--- config.mk ---
export PLATFORM = sky130hd
export DESIGN_NAME = pe_mac_os
export DESIGN_NICKNAME = d
export VERILOG_FILES = /design/src/rtl/pe_mac_os.sv
export SDC_FILE = /design/constraint.sdc
export NUM_CORES = 1
export LEC_CHECK = 0
export ABC_AREA = 0
export CAP_MARGIN = 20
export CORE_MARGIN = 4
export CORE_UTILIZATION = 40
export DETAILED_ROUTE_END_ITERATION = 12
export GPL_ROUTABILITY_DRIVEN = 0
export PLACE_DENSITY = 0.59
export SETUP_SLACK_MARGIN = 0.2
export SKIP_CTS_REPAIR_TIMING = 1
export SKIP_LAST_GASP = 1
export SYNTH_ARGS = -nofsm -noshare
export SYNTH_HDL_FRONTEND = slang
export SYNTH_SLANG_ARGS = --single-unit
--- constraint.sdc ---
create_clock -name clk -period 6 [get_ports clk]
set_clock_uncertainty 0.15 [all_clocks]
set_input_delay 0.6 -clock clk [delete_from_list [all_inputs] [get_ports clk]]
set_output_delay 0.6 -clock clk [all_outputs]
set_load 0.01 [all_outputs]
--- src/rtl/pe_mac_os.sv ---
// Output-stationary systolic MAC element: forwards A east and B south, multiplies
// in a MULT_STAGES-deep pipeline, accumulates locally and drains results westward.
module pe_mac_os #(
    parameter int DATA_W      = 16,
    parameter int ACC_W       = 40,
    parameter int MULT_STAGES = 2,
    parameter int SIGNED      = 1,
    parameter int SATURATE    = 1
) (
    input  logic              clk,
    input  logic              rst,
    input  logic              clr,
    input  logic              in_valid,
    input  logic [DATA_W-1:0] in_a,
    input  logic [DATA_W-1:0] in_b,
    input  logic              in_first,
    input  logic              in_last,
    output logic [DATA_W-1:0] out_a,
    output logic [DATA_W-1:0] out_b,
    output logic              out_valid,
    output logic              out_first,
    output logic              out_last,
    input  logic [ACC_W-1:0]  res_in,
    input  logic              res_in_valid,
    output logic [ACC_W-1:0]  res_out,
    output logic              res_out_valid,
    output logic              sat_err,
    output logic              drop_err
);
    // Handshake: every *_valid is a pure one-cycle qualifier with no ready/backpressure;
    // data is consumed on any rising edge where its valid is high, ignored otherwise.

    localparam int PW = 2 * DATA_W;
    localparam logic [ACC_W-1:0] MAX_S = {1'b0, {(ACC_W-1){1'b1}}};
    localparam logic [ACC_W-1:0] MIN_S = {1'b1, {(ACC_W-1){1'b0}}};
    localparam logic [ACC_W-1:0] MAX_U = {ACC_W{1'b1}};

    logic [PW-1:0]          w_prod;
    logic [PW-1:0]          r_prod [MULT_STAGES];
    logic [MULT_STAGES-1:0] r_vld;
    logic [MULT_STAGES-1:0] r_first;
    logic [MULT_STAGES-1:0] r_last;
    logic [ACC_W-1:0]       r_acc;
    logic [ACC_W-1:0]       r_buf;
    logic                   r_buf_full;
    logic [ACC_W-1:0]       w_prod_ext;
    logic [ACC_W-1:0]       w_acc_next;
    logic [ACC_W:0]         w_sum;
    logic                   w_acc_sx;
    logic                   w_ext_sx;
    logic                   w_ovf;
    logic                   w_sat_set;
    logic                   w_fin_vld;
    logic                   w_load;
    logic                   w_drain_local;

    generate
        if (SIGNED != 0) begin : g_signed
            assign w_prod     = PW'($signed(in_a)) * PW'($signed(in_b));
            assign w_prod_ext = ACC_W'($signed(r_prod[MULT_STAGES-1]));
        end else begin : g_unsigned
            assign w_prod     = PW'(in_a) * PW'(in_b);
            assign w_prod_ext = ACC_W'(r_prod[MULT_STAGES-1]);
        end
    endgenerate

    // One extra bit of headroom exposes overflow for both signed and unsigned modes.
    always_comb begin
        w_acc_sx   = (SIGNED != 0) ? r_acc[ACC_W-1] : 1'b0;
        w_ext_sx   = (SIGNED != 0) ? w_prod_ext[ACC_W-1] : 1'b0;
        w_sum      = {w_acc_sx, r_acc} + {w_ext_sx, w_prod_ext};
        w_ovf      = (SIGNED != 0) ? (w_sum[ACC_W] ^ w_sum[ACC_W-1]) : w_sum[ACC_W];
        w_sat_set  = 1'b0;
        w_acc_next = w_sum[ACC_W-1:0];
        if (r_first[MULT_STAGES-1]) begin
            w_acc_next = w_prod_ext;
        end else if (w_ovf) begin
            w_sat_set = 1'b1;
            if (SATURATE != 0) begin
                if (SIGNED != 0) begin
                    w_acc_next = w_sum[ACC_W] ? MIN_S : MAX_S;
                end else begin
                    w_acc_next = MAX_U;
                end
            end
        end
    end

    assign w_fin_vld     = r_vld[MULT_STAGES-1] & ~clr;
    assign w_load        = w_fin_vld & r_last[MULT_STAGES-1];
    assign w_drain_local = ~res_in_valid & r_buf_full & ~clr;

    always_ff @(posedge clk or negedge rst) begin
        if (!rst) begin
            out_a     <= '0;
            out_b     <= '0;
            out_valid <= 1'b0;
            out_first <= 1'b0;
            out_last  <= 1'b0;
        end else begin
            out_a     <= in_a;
            out_b     <= in_b;
            out_valid <= in_valid;
            out_first <= in_first;
            out_last  <= in_last;
        end
    end

    always_ff @(posedge clk or negedge rst) begin
        if (!rst) begin
            for (int i = 0; i < MULT_STAGES; i++) begin
                r_prod[i] <= '0;
            end
            r_vld   <= '0;
            r_first <= '0;
            r_last  <= '0;
        end else begin
            r_prod[0]  <= w_prod;
            r_vld[0]   <= in_valid & ~clr;
            r_first[0] <= in_first;
            r_last[0]  <= in_last;
            for (int i = 1; i < MULT_STAGES; i++) begin
                r_prod[i]  <= r_prod[i-1];
                r_vld[i]   <= r_vld[i-1] & ~clr;
                r_first[i] <= r_first[i-1];
                r_last[i]  <= r_last[i-1];
            end
        end
    end

    // Upstream results always win the bus; the local buffer waits for a free slot.
    always_ff @(posedge clk or negedge rst) begin
        if (!rst) begin
            r_acc         <= '0;
            r_buf         <= '0;
            r_buf_full    <= 1'b0;
            sat_err       <= 1'b0;
            drop_err      <= 1'b0;
            res_out       <= '0;
            res_out_valid <= 1'b0;
        end else begin
            if (clr) begin
                r_acc      <= '0;
                r_buf_full <= 1'b0;
                sat_err    <= 1'b0;
                drop_err   <= 1'b0;
            end else begin
                if (w_fin_vld) begin
                    r_acc <= w_acc_next;
                    if (w_sat_set) begin
                        sat_err <= 1'b1;
                    end
                end
                if (w_load) begin
                    r_buf      <= w_acc_next;
                    r_buf_full <= 1'b1;
                    if (r_buf_full && !w_drain_local) begin
                        drop_err <= 1'b1;
                    end
                end else if (w_drain_local) begin
                    r_buf_full <= 1'b0;
                end
            end
            if (res_in_valid) begin
                res_out       <= res_in;
                res_out_valid <= 1'b1;
            end else if (w_drain_local) begin
                res_out       <= r_buf;
                res_out_valid <= 1'b1;
            end else begin
                res_out_valid <= 1'b0;
            end
        end
    end
endmodule
==> flow_metrics.env <==
export IMPL_period_share=0.9790
export IMPL_mappedNetlistNets=2565
export IMPL_fin_util=0.5063
export IMPL_area_growth_syn_to_layout_pct=24.98
export IMPL_clock_pin_slew_reported_for_the_worst_setup_and_hold_paths_after_clock_tree_synthesis_ns=0.06
export IMPL_highest_layer="met4"
export IMPL_critPathMostFrequentCell="sky130_fd_sc_hd__fa_1"
export IMPL_nNetsFinal=2878
export IMPL_fp_dieArea_um2=54590
export IMPL_netlist_area_leader_share=0.2789
export IMPL_share_of_post_route_cells_with_drive_strength_above_1=0.1613
export IMPL_syn_mean_instance_area_um2=9.695
export IMPL_drt_initial_drc_count=1040
export IMPL_dieHeight_um=233.7
export IMPL_rr_startpoint="r_prod[0]"
export IMPL_final_min_period_ns=5.874
export IMPL_critical_path_startpoint="in_a[8]"
export IMPL_totalWireLength_um=50930
export IMPL_ys_ff_latch=227
export IMPL_maxClockFrequency_mhz=170.2
export IMPL_async_reset_ff_frac=1.000
export IMPL_worst_path_max_fanout=4
export IMPL_detail_route_wl_per_cell_um=16.39
export IMPL_gr_usage_all_layers=0.1837
export IMPL_global_route_overflow_total=0
export IMPL_nature_of_the_critical_path_startpoint="primary input"
export IMPL_worstPathArrival_ns=6.19
export IMPL_grt_setup_unrepaired="true"
export IMPL_final_area_um2=25460
export IMPL_synthDominantAreaCellType="sky130_fd_sc_hd__dfrtp_1"
export IMPL_synth_enable_flop_cells=0
export IMPL_yosysUniqueCellTypes=63
export IMPL_cts_buffers_inserted=29
export IMPL_r2r_worst_path_cells=12
export IMPL_cp_top_delay_family="adder cells"
export IMPL_final_setup_viol_count=0
export IMPL_placementRows=82
export IMPL_antenna_left=0
export IMPL_slew_viol_final=0
export IMPL_max_cap_viol_count=0
export IMPL_hold_viol=0
export IMPL_worstPathRequired_ns=6.31
export IMPL_dpl_instance_area_um2=23980
export IMPL_m1WireLength_um=23390
export IMPL_critical_path_depth=23
export IMPL_clock_latency_ns=0.57
export IMPL_worst_hold_path_type="in -> reg"
export IMPL_numClockSinks=227
export IMPL_cts_buffer_depth=3
export IMPL_critPathCaptureType="flop"
export IMPL_endpoint="r_prod[63]"
export IMPL_syn_cell_area_um2=20370
export IMPL_num_antenna_cells=0
export IMPL_grt_pass1_wl_um=82960
export IMPL_clockRootBuffer="sky130_fd_sc_hd__clkbuf_16"
export IMPL_crit_chain="buf_6 -> buf_6 -> and2_4 -> fa_1 -> inv_1 -> fa_1 -> fa_1 -> inv_2 -> fa_1 -> fa_1 -> inv_1 -> fa_1 -> inv_2 -> ha_4 -> and2_4 -> o221a_4 -> o21ai_4 -> a211o_4 -> a2111oi_4 -> o21ai_2 -> a21oi_2 -> nor4_2 -> a311oi_1"
export IMPL_vias=15740
export IMPL_ys_flop_type="sky130_fd_sc_hd__dfrtp_1"
export IMPL_remaining_drc_errors=0
export IMPL_h_tree_depth=1
export IMPL_timing_critical_path_slowest_cell_delay_ns=0.53
export IMPL_seq_area_frac_synth=0.2789
export IMPL_worst_slew_margin=0.4017
export IMPL_coreArea_um2=50270
export IMPL_worstPathBufferInverterCount=6
export IMPL_type_of_the_worst_setup_path="in -> reg"
export IMPL_cts_tree="done"
export IMPL_drt_vias_per_instance=5.064
export IMPL_wl_met3_um=2482
export IMPL_start_util=0.4052
export IMPL_timing_reg2reg_setup_slack_ns=1.15
export IMPL_boundaryPins=157
export IMPL_dp_hpwl_um=39460
export IMPL_drt_first_pass_iters=5
export IMPL_grt_pass1_vias=16260
export IMPL_grt_max_degree=161
export IMPL_routed_wl_met2_um=23790
export IMPL_die_width_um=233.7
export IMPL_crit_slowest_cell="sky130_fd_sc_hd__fa_1"
export IMPL_synth_warnings=0
export IMPL_port_buffers=156
export IMPL_reg2reg_to="r_buf[29]"
export IMPL_worstMarginPinSlew_ns=0.8974
export IMPL_synth_cells=2101
export IMPL_number_of_antenna_violations_at_the_first_check_in_global_routing=0
export IMPL_status="finished clean"
export IMPL_cell_types_occupying_the_most_area_after_synthesis="sky130_fd_sc_hd__dfrtp_1 28%, sky130_fd_sc_hd__fa_1 26%, sky130_fd_sc_hd__ha_1 7.5%"
-- through the flow --
stage          hold slack, ns  setup WS [ns]  TNS [ns]  cells
3_3_place_gp           0.1836        -0.7304    -7.020   3016
3_5_place_dp           0.1847        -0.8432    -8.409   3016
6_report              0.07483         0.1263         0   3108
4_1_cts               -0.1708        -0.2222   -0.7628   3069
2_1_floorplan          0.1544       -0.01073  -0.01073   2101
5_1_grt               0.08628       -0.01399  -0.01399   3108
-- cell type report --
class                   count  area, µm²
inverters                 298       1119
well taps                 672      840.8
fillers                  4618      24820
clock buffers              31      743.2
repair buffers            377       3386
clock inverters            22      212.7
flip-flops and latches    227       5682
multi-input cells        1481      13470
-- cell families after synthesis --
| family | share of synthesized area |
|---|---|
| mux | 0.02015 |
| flops | 0.2789 |
| compound gates | 0.1337 |
| fa+ha+maj | 0.3334 |
| xor+xnor | 0.02924 |
| simple gates | 0.1308 |
| buf+inv | 0.07378 |
-- cells in the mapped netlist (4+ instances only) --
library cell               instances
sky130_fd_sc_hd__a211o_1           5
sky130_fd_sc_hd__a211oi_1         27
sky130_fd_sc_hd__a211oi_2         15
sky130_fd_sc_hd__a21o_1           26
sky130_fd_sc_hd__a21oi_1          86
sky130_fd_sc_hd__a22oi_1           7
sky130_fd_sc_hd__a22oi_2          10
sky130_fd_sc_hd__a311oi_1          9
sky130_fd_sc_hd__a31oi_1          21
sky130_fd_sc_hd__and2_1          134
sky130_fd_sc_hd__and3_1            4
sky130_fd_sc_hd__buf_1             4
sky130_fd_sc_hd__buf_2             7
sky130_fd_sc_hd__clkbuf_1         81
sky130_fd_sc_hd__dfrtp_1         227
sky130_fd_sc_hd__fa_1            263
sky130_fd_sc_hd__ha_1            122
sky130_fd_sc_hd__inv_1           298
sky130_fd_sc_hd__mux2i_1          41
sky130_fd_sc_hd__nand2_1         260
sky130_fd_sc_hd__nand2b_1         12
sky130_fd_sc_hd__nand3_1          16
sky130_fd_sc_hd__nand4_1           6
sky130_fd_sc_hd__nor2_1          104
sky130_fd_sc_hd__nor2b_1           7
sky130_fd_sc_hd__nor3_1           12
sky130_fd_sc_hd__o211ai_1         36
sky130_fd_sc_hd__o21a_1           11
sky130_fd_sc_hd__o21ai_0         122
sky130_fd_sc_hd__o21ai_1           4
sky130_fd_sc_hd__o21bai_1          8
sky130_fd_sc_hd__o31ai_1           6
sky130_fd_sc_hd__xnor2_1          45
sky130_fd_sc_hd__xor2_1           23
-- sequential cells by signal, summed over array words and instances, names as in the netlist --
| name | flops |
|---|---|
| r_prod | 64 |
| r_acc | 40 |
| r_buf | 40 |
| res_out | 40 |
| out_a | 16 |
| out_b | 16 |
| r_first | 2 |
| r_last | 2 |
| r_vld | 2 |
| drop_err | 1 |
| out_valid | 1 |
| r_buf_full | 1 |
| res_out_valid | 1 |
| sat_err | 1 |
-- cells in the final DEF (no fill, tap or decap), types with 7 or more instances in the layout --
| master | n |
|---|---|
| sky130_fd_sc_hd__xnor2_1 | 44 |
| sky130_fd_sc_hd__o21ai_0 | 118 |
| sky130_fd_sc_hd__buf_2 | 7 |
| sky130_fd_sc_hd__a21oi_2 | 7 |
| sky130_fd_sc_hd__nand3_1 | 16 |
| sky130_fd_sc_hd__and2_1 | 118 |
| sky130_fd_sc_hd__dfrtp_1 | 226 |
| sky130_fd_sc_hd__buf_4 | 179 |
| sky130_fd_sc_hd__a22oi_2 | 10 |
| sky130_fd_sc_hd__and2_4 | 16 |
| sky130_fd_sc_hd__a21o_1 | 26 |
| sky130_fd_sc_hd__nor3_1 | 12 |
| sky130_fd_sc_hd__buf_6 | 32 |
| sky130_fd_sc_hd__o21bai_1 | 8 |
| sky130_fd_sc_hd__a31oi_1 | 21 |
| sky130_fd_sc_hd__xor2_1 | 23 |
| sky130_fd_sc_hd__a311oi_1 | 8 |
| sky130_fd_sc_hd__nor2_1 | 103 |
| sky130_fd_sc_hd__nor2b_1 | 7 |
| sky130_fd_sc_hd__a211oi_2 | 16 |
| sky130_fd_sc_hd__clkdlybuf4s50_1 | 122 |
| sky130_fd_sc_hd__mux2i_1 | 41 |
| sky130_fd_sc_hd__inv_2 | 13 |
| sky130_fd_sc_hd__fa_2 | 10 |
| sky130_fd_sc_hd__o211ai_1 | 36 |
| sky130_fd_sc_hd__a211oi_1 | 26 |
| sky130_fd_sc_hd__dlymetal6s2s_1 | 15 |
| sky130_fd_sc_hd__o21a_1 | 11 |
| sky130_fd_sc_hd__nand2b_1 | 10 |
| sky130_fd_sc_hd__fa_1 | 253 |
| sky130_fd_sc_hd__a21oi_1 | 80 |
| sky130_fd_sc_hd__inv_1 | 285 |
| sky130_fd_sc_hd__nand2_1 | 255 |
| sky130_fd_sc_hd__clkbuf_16 | 30 |
| sky130_fd_sc_hd__ha_1 | 116 |
| sky130_fd_sc_hd__a22oi_1 | 7 |
| sky130_fd_sc_hd__clkbuf_2 | 11 |
-- worst min-delay path by stage --
stage,depth (start not counted),from,endpoint
after floorplan,0,rst,drop_err
after global placement,0,r_prod[58],r_prod[26]
after detailed placement,0,r_prod[44],r_prod[12]
after CTS,1,rst,res_out[29]
after global routing,1,in_b[15],out_b[15]
final,1,in_b[15],out_b[15]
-- per-layer routing --
metal  track usage  vias to the layer above
li1              -                     7450
met1        0.2566                     7832
met2        0.3043                      381
met3       0.02317                       77
met4       0.04790                        0
met5             0                        -
Power is not shown: default switching activity piles up to over one toggle a cycle in this logic, so the estimate is an artifact.
